--- config.mk ---
export PLATFORM = sky130hd
export DESIGN_NAME = cache_wr_buffer
export DESIGN_NICKNAME = d
export VERILOG_FILES = /design/src/rtl/cache_pkg.sv /design/src/rtl/wbuf_fifo.sv /design/src/rtl/cache_wr_buffer.sv
export SDC_FILE = /design/constraint.sdc
export NUM_CORES = 1
export LEC_CHECK = 0
export ABC_CLOCK_PERIOD_IN_PS = 15660
export CAP_MARGIN = 5
export CORE_AREA = 4 4 220 222
export DETAILED_ROUTE_END_ITERATION = 6
export DIE_AREA = 0 0 224 226
export PLACE_DENSITY = 0.68
export SLEW_MARGIN = 15
export SYNTH_ARGS = -nofsm -noshare
export SYNTH_HDL_FRONTEND = slang
export SYNTH_SLANG_ARGS = --single-unit
--- constraint.sdc ---
create_clock -name aclk -period 15.66 [get_ports aclk]
set_clock_uncertainty 0.1 [all_clocks]
set_input_delay 3.132 -clock aclk [delete_from_list [all_inputs] [get_ports aclk]]
set_output_delay 3.132 -clock aclk [all_outputs]
set_load 0.01 [all_outputs]
--- src/rtl/cache_pkg.sv ---
// Shared definitions for the dcache write buffer: write types, entry layout and
// the AXI drain FSM state encoding.
package cache_pkg;

  localparam logic [2:0] WR_TYPE_WORD = 3'b010;
  localparam logic [2:0] WR_TYPE_LINE = 3'b100;

  typedef enum logic [1:0] {
    ST_IDLE = 2'd0,
    ST_AW   = 2'd1,
    ST_W    = 2'd2,
    ST_B    = 2'd3
  } wbuf_state_e;

  typedef struct packed {
    logic [2:0]   typ;
    logic [31:0]  addr;
    logic [3:0]   wstrb;
    logic [127:0] data;
  } wbuf_entry_t;

endpackage

--- src/rtl/wbuf_fifo.sv ---
// Entry storage for the write buffer: circular array with read/write pointers,
// occupancy count and a per-slot valid mask for address hazard checks.
module wbuf_fifo
  import cache_pkg::*;
#(
  parameter int DEPTH = 2
) (
  input  logic                           clk_i,
  input  logic                           rst_ni,
  input  logic                           push_i,
  input  wbuf_entry_t                    entry_i,
  input  logic                           pop_i,
  output wbuf_entry_t                    head_o,
  output logic [$clog2(DEPTH):0]         count_o,
  output wbuf_entry_t [DEPTH-1:0]        ents_o,
  output logic [DEPTH-1:0]               valid_o
);

  localparam int PW = $clog2(DEPTH);
  localparam int CW = PW + 1;

  logic [PW-1:0]            wr_ptr_q;
  logic [PW-1:0]            rd_ptr_q;
  logic [CW-1:0]            count_q;
  wbuf_entry_t [DEPTH-1:0]  mem_q;
  logic [PW-1:0]            off_s;

  // Storage needs no reset: a slot is only observed while the count covers it.
  always_ff @(posedge clk_i) begin
    if (push_i) begin
      mem_q[wr_ptr_q] <= entry_i;
    end
  end

  // Pointers wrap naturally since DEPTH is a power of two.
  always_ff @(posedge clk_i or negedge rst_ni) begin
    if (!rst_ni) begin
      wr_ptr_q <= '0;
      rd_ptr_q <= '0;
      count_q  <= '0;
    end else begin
      if (push_i) wr_ptr_q <= wr_ptr_q + PW'(1);
      if (pop_i)  rd_ptr_q <= rd_ptr_q + PW'(1);
      case ({push_i, pop_i})
        2'b10:   count_q <= count_q + CW'(1);
        2'b01:   count_q <= count_q - CW'(1);
        default: count_q <= count_q;
      endcase
    end
  end

  // A slot is live when its distance from the head is below the count.
  always_comb begin
    off_s   = '0;
    valid_o = '0;
    for (int i = 0; i < DEPTH; i++) begin
      off_s      = PW'(i) - rd_ptr_q;
      valid_o[i] = ({1'b0, off_s} < count_q);
    end
  end

  assign head_o  = mem_q[rd_ptr_q];
  assign count_o = count_q;
  assign ents_o  = mem_q;

endmodule

--- src/rtl/cache_wr_buffer.sv ---
// Dcache write buffer draining line/word writes to AXI, one transaction at a time.
// Optional macro WBUF_HAZARD_CHK_EN enables a precise line-address hazard check.
module cache_wr_buffer
  import cache_pkg::*;
#(
  parameter int         DEPTH = 2,
  parameter logic [3:0] WR_ID = 4'd1
) (
  input  logic         aclk,
  input  logic         aresetn,
  input  logic         wr_req,
  input  logic [2:0]   wr_type,
  input  logic [31:0]  wr_addr,
  input  logic [3:0]   wr_wstrb,
  input  logic [127:0] wr_data,
  output logic         wr_rdy,
  input  logic [31:0]  chk_addr,
  output logic         chk_hit,
  output logic         empty,
  output logic [3:0]   awid,
  output logic [31:0]  awaddr,
  output logic [7:0]   awlen,
  output logic [2:0]   awsize,
  output logic [1:0]   awburst,
  output logic         awvalid,
  input  logic         awready,
  output logic [31:0]  wdata,
  output logic [3:0]   wstrb,
  output logic         wlast,
  output logic         wvalid,
  input  logic         wready,
  input  logic [3:0]   bid,
  input  logic         bvalid,
  output logic         bready
);

  localparam int CW = $clog2(DEPTH) + 1;

  wbuf_state_e             state_q;
  logic                    awvalid_q, wvalid_q, wlast_q, bready_q;
  logic [31:0]             awaddr_q, wdata_q;
  logic [7:0]              awlen_q;
  logic [3:0]              wstrb_q;
  logic [127:0]            data_q;
  logic [1:0]              beat_q;
  logic [1:0]              beat_nx_s;
  logic                    push_s, pop_s, line_s;
  logic [CW-1:0]           count_s;
  wbuf_entry_t             head_s;
  wbuf_entry_t             entry_s;
  wbuf_entry_t [DEPTH-1:0] ents_s;
  logic [DEPTH-1:0]        valid_s;
  logic                    unused_s;

  assign wr_rdy    = (count_s < CW'(DEPTH));
  assign push_s    = wr_req && wr_rdy;
  assign pop_s     = (state_q == ST_B) && bvalid;
  assign entry_s   = '{typ: wr_type, addr: wr_addr, wstrb: wr_wstrb, data: wr_data};
  assign line_s    = (head_s.typ == WR_TYPE_LINE);
  assign beat_nx_s = beat_q + 2'd1;

  wbuf_fifo #(.DEPTH(DEPTH)) u_fifo (
    .clk_i   (aclk),
    .rst_ni  (aresetn),
    .push_i  (push_s),
    .entry_i (entry_s),
    .pop_i   (pop_s),
    .head_o  (head_s),
    .count_o (count_s),
    .ents_o  (ents_s),
    .valid_o (valid_s)
  );

  // AXI drain FSM; the head stays in the FIFO until its response arrives.
  always_ff @(posedge aclk or negedge aresetn) begin
    if (!aresetn) begin
      state_q   <= ST_IDLE;
      awvalid_q <= 1'b0;
      wvalid_q  <= 1'b0;
      wlast_q   <= 1'b0;
      bready_q  <= 1'b0;
      awaddr_q  <= 32'd0;
      awlen_q   <= 8'd0;
      wstrb_q   <= 4'd0;
      wdata_q   <= 32'd0;
      data_q    <= 128'd0;
      beat_q    <= 2'd0;
    end else begin
      case (state_q)
        ST_IDLE: begin
          if (count_s != '0) begin
            awaddr_q  <= line_s ? {head_s.addr[31:4], 4'b0000} : head_s.addr;
            awlen_q   <= line_s ? 8'd3 : 8'd0;
            wstrb_q   <= line_s ? 4'hF : head_s.wstrb;
            data_q    <= head_s.data;
            awvalid_q <= 1'b1;
            state_q   <= ST_AW;
          end
        end
        ST_AW: begin
          if (awready) begin
            awvalid_q <= 1'b0;
            wvalid_q  <= 1'b1;
            wdata_q   <= data_q[31:0];
            wlast_q   <= (awlen_q == 8'd0);
            beat_q    <= 2'd0;
            state_q   <= ST_W;
          end
        end
        ST_W: begin
          if (wready) begin
            if (wlast_q) begin
              wvalid_q <= 1'b0;
              wlast_q  <= 1'b0;
              bready_q <= 1'b1;
              state_q  <= ST_B;
            end else begin
              beat_q  <= beat_nx_s;
              wdata_q <= data_q[32*beat_nx_s +: 32];
              wlast_q <= ({6'd0, beat_nx_s} == awlen_q);
            end
          end
        end
        ST_B: begin
          if (bvalid) begin
            bready_q <= 1'b0;
            state_q  <= ST_IDLE;
          end
        end
        default: state_q <= ST_IDLE;
      endcase
    end
  end

  assign empty   = (count_s == '0) && (state_q == ST_IDLE);
  assign awid    = WR_ID;
  assign awaddr  = awaddr_q;
  assign awlen   = awlen_q;
  assign awsize  = 3'd2;
  assign awburst = 2'b01;
  assign awvalid = awvalid_q;
  assign wdata   = wdata_q;
  assign wstrb   = wstrb_q;
  assign wlast   = wlast_q;
  assign wvalid  = wvalid_q;
  assign bready  = bready_q;

`ifdef WBUF_HAZARD_CHK_EN
  // Line-granular match against every live entry, including the in-flight head.
  always_comb begin
    chk_hit = 1'b0;
    for (int i = 0; i < DEPTH; i++) begin
      if (valid_s[i] && (ents_s[i].addr[31:4] == chk_addr[31:4])) begin
        chk_hit = 1'b1;
      end else begin
        chk_hit = chk_hit;
      end
    end
  end
`else
  assign chk_hit = !empty;
`endif

  assign unused_s = ^{bid, chk_addr, ents_s, valid_s};

endmodule
Word-level counts from Yosys, hierarchy flattened
Cells that the tools add are included.
Cells by class
  add/sub/neg operators: 5
  multiply operators: 0
  div/mod/pow operators: 0
  $lt $le $gt $ge: 4
  equality and inequality tests: 13
  shifts and indexed selects: 1
  muxes and demuxes: 38
  bitwise gates (word level): 0
  reductions and logical operators: 20
Operators by type and width (count)
  2-to-1 mux 167 bit: 3
  bitwise mux 334 bit: 1
  demux 167 bit (select 1 bit): 1
  variable part select 128 x 8 -> 32 bit: 1
  2-to-1 mux 32 bit: 3
  one-hot mux 32 bit (2 select lines): 1
  2-to-1 mux 2 bit: 9
  inequality test 2 bit (second input constant): 6
  AND reduction 4 bit: 3
  2-to-1 mux 1 bit: 11
  nonzero test 2 bit: 5
  equality test 2 x 8 -> 1 bit: 1
  zero test 8 bit: 1
  2-to-1 mux 4 bit: 2
  one-hot mux 1 bit (2 select lines): 4
  one-hot mux 2 bit (2 select lines): 2
  one-hot mux 2 bit (4 select lines): 1
  equality test 2 bit (second input constant): 3
  AND reduction 3 bit: 2
  AND reduction 5 bit: 1
  adder 2 x 1 -> 2 bit (second input constant): 2
  equality test 2 x 1 -> 1 bit (second input constant): 2
  logical AND 1 bit: 4
  zero test 2 bit: 2
  8 further kinds: 10
Word-level totals
  register bits: 550
  latch bits: 0
  bits in writable memories: 0
  bits in read-only memories: 0
  output and inout port bits: 92
  logic and storage cells: 103
  memories: 0

Longest topological paths before layout
Gate-level depths: netlist of the first run.
  word-level depth: 5
  gate-level depth with buffers: 9
  depth with buffers taken out: 7

By module
A second synthesis of the first run with hierarchy kept.
Unflattened totals
  cell total of the unflattened synthesis: 1551
  area total of the unflattened synthesis: 21478.1 um^2
Modules (own cells, without submodules)
  wbuf_fifo: times used 1, cells an instance 537, area an instance 12637.1 um^2
  cache_wr_buffer: times used 1, cells an instance 1014, area an instance 8841.0 um^2

Worst setup path after synthesis of the first run
No wires, ideal clock.
  path kind: input to register
  start: input wr_req
  end: register u_fifo.mem_q (netlist bit u_fifo.ents_o[0]), enable pin
  setup time: 0.696 ns
  data arrival time: 10.157 ns
  slack: 4.706 ns
  cell stages on the path: 2
  path through: nand2_1 -> nor2_1
Between the ends
  longest elaborated chain between the ends: 1
Ends and longest elaborated chain
  start: declaration: RTL line cache_wr_buffer.sv:11  | input logic wr_req,
  logical AND 1 bit: RTL line cache_wr_buffer.sv:56  | assign push_s = wr_req && wr_rdy;
  end signal: indexed assignment: RTL line wbuf_fifo.sv:31  | mem_q[wr_ptr_q] <= entry_i;
  end: declaration: RTL line wbuf_fifo.sv:25  | wbuf_entry_t [DEPTH-1:0] mem_q;
Every way passes these cells.
A chain may end at the register's enable or synchronous reset.

Worst setup path in the final report of the first run
  start: input wr_req
  end: register u_fifo.mem_q (netlist bit u_fifo.ents_o[289]), enable pin
Same word-level chain as after synthesis.

==> results of run 1 <==
==> cell usage in the layout (no fill, tap or decap), types with 24 or more instances in the layout <==
master,count
o22ai_1,24
o21ai_1,68
a221oi_2,30
edfxtp_1,334
clkdlybuf4s50_1,248
nand2_1,244
o21ai_0,126
dfrtp_1,208
clkbuf_16,57
mux2i_1,169
==> through the flow <==
stage               area, µm²  hold WS [ns]  setup slack, ns  util (%)  power, µW
floorplan               20800         0.349             4.71         -       3240
global placement        23600         0.362             9.09      50.9       3660
detailed placement      23600         0.371             9.02      50.9       3720
CTS                     25400         0.384             9.65      54.8       5040
global route            25400         0.404             9.50      54.8       5270
finish                  25400         0.375             9.70      54.8       4960
==> worst paths after layout <==
kind,start,to,slack (ns)
min,data_q[122]$_DFFE_PN0P_,data_q[122]$_DFFE_PN0P_,0.38
max,wr_req,u_fifo.ents_o[289]$_DFFE_PP_,9.70
min reg2reg,data_q[122]$_DFFE_PN0P_,data_q[122]$_DFFE_PN0P_,0.38
min in group asynchronous,aresetn,awaddr[16]$_DFFE_PN0P_,2.51
max in group asynchronous,aresetn,u_fifo.rd_ptr_q$_DFFE_PN0P_,10.98
max reg2reg,u_fifo.count_o[1]$_DFFE_PN0P_,u_fifo.ents_o[289]$_DFFE_PP_,12.17
==> worst max-delay path, stage by stage <==
cell	delay, ns
clkdlybuf4s50_1	0.50
and3_4	0.58
buf_4	0.86
buf_4	0.89
==> area by class of cell <==
class | instances | area, µm²
Clock buffer | 78 | 1560
Sequential cell | 543 | 15300
Clock inverter | 27 | 258
Timing Repair Buffer | 265 | 2640
Multi-Input combinational cell | 759 | 4880
Inverter | 10 | 37.5
Fill cell | 3740 | 21000
Tap cell | 607 | 759
Antenna cell | 5 | 12.5
==> metal layers <==
layer / part of all wire, % / track usage (%)
met5: 0.36 / 0
met4: 1.7 / 4.85
met3: 8.7 / 6.41
met2: 45 / 26.8
met1: 44 / 24.7
==> where the power goes <==
| group | internal, µW | switching, µW |
|---|---|---|
| clock | 773 | 527 |
| combinational | 617 | 834 |
| sequential | 1970 | 239 |
==> cells by family (layout without fill, tap and decap cells) <==
logic type / Yosys count / in the layout / synth area share (%)
xor+xnor: 5 / 5 / 0.211
flops: 543 / 543 / 73.6
fa+ha+maj: 5 / 5 / 0.302
buf+inv: 112 / 380 / 3.26
simple gates: 288 / 288 / 5.61
mux: 174 / 174 / 8.46
other cells: 2 / 20 / 0.0362
compound gates: 272 / 272 / 8.55
==> registers in the layout, summed over array words and instances (netlist names) <==
register,cells
u_fifo.count_o,2
wvalid,1
wlast,1
beat_q,2
u_fifo.rd_ptr_q,1
wstrb,4
awlen,1
bready,1
wdata,32
awaddr,32
state_q,2
data_q,128
u_fifo.ents_o,334
u_fifo.wr_ptr_q,1
awvalid,1
==> impl_results.md, run 1 <==
* Core area at 46400 µm²
* Final Hold Vio Count at 0
* Crit path launch type: input pin
* Die Wd at 224 µm
* GR Overflow Total at 0
* DR vias at 11700
* Initial antenna violation count at 17
* Synth area leaders: edfxtp_1 48%, dfrtp_1 25%, mux2i_1 8.2%
* Htree depth at 2
* Post-synth top flop: edfxtp_1
* Final period util at 38.1%
* Unrepaired setup endpoints after global routing: no
* Largest net degree at the start of global routing at 262
* CTS buffer count at 56
* First-pass GRT wire length at 69600 µm
* Hold Path Class: reg -> reg
* Clock Sinks at 543
* Post-synthesis async set-or-reset flop share at 38.5%
* Detailed placement HPWL at 28500 µm
* Overall Global Routing Usage at 17.8%
* EDFF count, synth at 334
* Synth Register Bits at 543
* Wire per inst at 19.9 µm
* Commonest cells post-synth: 334 x edfxtp_1, 244 x nand2_1, 209 x dfrtp_1, 169 x mux2i_1, 126 x o21ai_0
* Cells after DPL at 2184
* Fin crit period at 5.96 ns
* Total length of routed wires at 45600 µm
* Synthesized area per cell at 14.8 µm²
* R2r worst-path depth at 4
* Leak Pwr at 0.00973 µW
* Max Cap Violations at 0
* Worst-path clk slew at 0.05 ns
* Vias per cell at 5.09
* Worst setup EP type: register
* Peak Freq at 168 MHz
* CTS Hold Buffers Added at 0
* Synthesized area at 20700 µm²
* # port buffers at 249
* Worst Hold Depth at 2
* WS Path Type: in -> reg
* Worst-Margin Slew at 1.22 ns
* Initial Util at 44.7%
* GPL Wtd Cong at 0.735
* ANT nets after route at 0
* 1st-pass router iterations at 5
* Die area at 50600 µm²
* Die Y at 226 µm
* Post-CTS setup buffers at 0
* Post-cts sizing count at 0
* Ys Warns at 0
* Final Max Tran Viols at 0
* DRT iter0 DRCs at 719
* Vias in the first global route at 11900
* Share of layout cells above drive strength 1 at 8.68%
* Count leader, synth: edfxtp_1
* Layout Cells excl Fill at 2294
* Setup Viol. Count Final at 0
* Sequential-to-total area share from yosys stat at 73.6%
* CTS tree: done
* DR DRC count at 0
* CP Max Fanout at 69
* Area added between synthesis and finish at 22.5%
* Clock root cell: clkbuf_16
* Worst IR drop on VDD at 0.193 mV
* Rel. slew slack at 18.8%
* Setup TNS at 0 ns
* I/O Pins at 301
* Status: finished, final reports clean
* Post-Synthesis Cells at 1401
* Pwr Density at 195 nW/µm²
* Final net count at 1849
* Synth area leader: edfxtp_1
* Site Rows at 79
* Arr. time, crit path at 6.07 ns
* Worst-Skew Late Latency at 0.59 ns
* Synth unique cells at 49
* Clk buf depth at 3
* CP required at 15.76 ns
* Share of Yosys cell area claimed by the top area cell type at 48.4%
Power figures use the tool's default switching activity.
==> run 2: changes to the inputs <==
ABC_CLOCK_PERIOD_IN_PS = 6000   (was 15660)
clock period = 6 ns   (was 15.66 ns; I/O delays follow)
==> impl_results.md, run 2 (synthesized netlist as in run 1, its figures left out) <==
* Vias in the first global route at 12000
* CP required at 4.70 ns
* Arr. time, crit path at 2.38 ns
* Worst IR drop on VDD at 0.266 mV
* Core area at 46400 µm²
* Most common cell after layout, fill and taps aside: edfxtp_1
* Peak Freq at 271 MHz
* Clock Sinks at 543
* Sequential share of power at 44.2%
* Detailed placement HPWL at 29000 µm
* Worst-Skew Late Latency at 0.59 ns
* Die Y at 226 µm
* Clk buf depth at 3
* ANT nets after route at 0
* Largest net degree at the start of global routing at 163
* Most frequent cells in the layout: 334 x edfxtp_1, 248 x clkdlybuf4s50_1, 244 x nand2_1, 208 x dfrtp_1, 169 x mux2i_1
* Pre-CTS WS at 2.11 ns
* Worst-path clk slew at 0.06 ns
* Max incr delay on CP at 0.53 ns
* DRT iter0 DRCs at 858
* Max reg flops at 334
* Setup TNS at 0 ns
* Overall Global Routing Usage at 18.1%
* Status: finished, final reports clean
* Total length of routed wires at 46200 µm
* Setup Viol. Count Final at 0
* Max Cap Violations at 0
* # port buffers at 249
* Critical path's slowest cell: clkdlybuf4s50_1
* Post-cts sizing count at 0
* Worst path bufs/invs at 3
* GR Overflow Total at 0
* 1st-pass router iterations at 5
* CTS tree: done
* Post-CTS setup buffers at 0
* Crit path launch type: register
* GPL Wtd Cong at 0.769
* CP Max Fanout at 4
* Unrepaired setup endpoints after global routing: no
* Final period util at 61.4%
* Worst-Margin Slew at 1.07 ns
* Delay-heaviest family, CP: buffers and inverters
* Pwr Density at 511 nW/µm²
* Clock root cell: clkbuf_16
* WS Path Type: reg -> out
* Most frequent CP cell: inv_1
* Initial Util at 44.7%
* DR vias at 11700
* CTS Hold Buffers Added at 0
* Logic pwr share at 29.6%
* Fin crit period at 3.68 ns
* Die area at 50600 µm²
* Initial antenna violation count at 11
* Share of layout cells above drive strength 1 at 9.10%
* Vias per cell at 5.12
* CP cell instances: inv_1, ha_1, or3b_4, inv_1, clkdlybuf4s50_1
* Leak Pwr at 0.00974 µW
* Site Rows at 79
* Final Max Tran Viols at 0
* Worst setup EP type: output port
* I/O Pins at 301
* Area added between synthesis and finish at 22.8%
* Switch Pwr at 4230 µW
* Rel. slew slack at 28.5%
* Wire per inst at 20.2 µm
* DR DRC count at 0
* First-pass GRT wire length at 70400 µm
* Final net count at 1850
* Htree depth at 2
* Sw frac at 32.5%
* Final worst-path setup slack at 2.32 ns
* Die Wd at 224 µm
* CTS buffer count at 55
* Min Hold Slack at 0.379 ns
* Hold Path Class: reg -> reg
* Final Hold Vio Count at 0
* Clock share of power at 26.2%
* Cell Int Power at 8790 µW
==> run 2: cell types whose count changed in the layout (fill, tap and decap cells not counted), sizes merged <==
| cell | previous run | this run |
|---|---|---|
| buf | 17 | 19 |
| clkbuf | 78 | 73 |
| clkinv | 20 | 18 |
| clkinvlp | 0 | 7 |
| diode | 5 | 1 |
| inv | 12 | 10 |
==> run 2: cell type report <==
cell class              count  area, µm²
fillers                  3819      20900
flip-flops and latches    543      15300
multi-input cells         759       4880
repair buffers            267       2720
clock buffers              73       1520
well taps                 607        759
clock inverters            30        307
inverters                  10       37.5
diodes                      1       2.50
==> run 2: power groups by stage <==
stage          Clock, µW  Combinational (µW)  Sequential (µW)
6_report            3410                3860             5750
2_1_floorplan          0                2650             5750
4_1_cts             3500                3910             5760
5_1_grt             3660                4290             5870
3_3_place_gp           0                3800             5790
3_5_place_dp           0                3910             5820
==> run 2: routing by layer <==
metal	track usage [%]	share of wire (%)
met4	3.78	1.6
met3	5.99	7.9
met2	27.4	45
met5	0	0.29
met1	25.8	45
==> run 2: metrics by stage <==
step	instances	utilization, %	instance area, µm²	power, µW
floorplan	1414	-	20800	8410
global placement	2185	51.0	23600	9590
detailed placement	2185	51.0	23600	9730
CTS	2288	54.9	25400	13200
global route	2289	55.0	25500	13800
finish	2290	55.0	25500	13000
==> run 2: worst paths after layout <==
check                                            start                      end  slack [ns]  cells past startpoint
worst min register to register   awaddr[3]$_DFFE_PN0P_    awaddr[3]$_DFFE_PN0P_        0.38                      2
min in group asynchronous                      aresetn  data_q[116]$_DFFE_PN0P_        0.59                      1
worst min-delay path             awaddr[3]$_DFFE_PN0P_    awaddr[3]$_DFFE_PN0P_        0.38                      2
max in group asynchronous                      aresetn    data_q[6]$_DFFE_PN0P_        4.05                      2
worst max-delay path            state_q[0]$_DFFE_PN0P_                    empty        2.32                      5
worst max register to register  state_q[0]$_DFFE_PN0P_    wdata[14]$_DFFE_PN0P_        3.23                      7
==> run 2: worst reg2reg max path: stages (launching register included) <==
cell and delay [ns]:
dfrtp_1 0.40, inv_1 0.11, ha_2 0.58, buf_4 0.62
nand2_1 0.12, o22ai_1 0.57, a221oi_2 0.06, o21ai_1 0.14
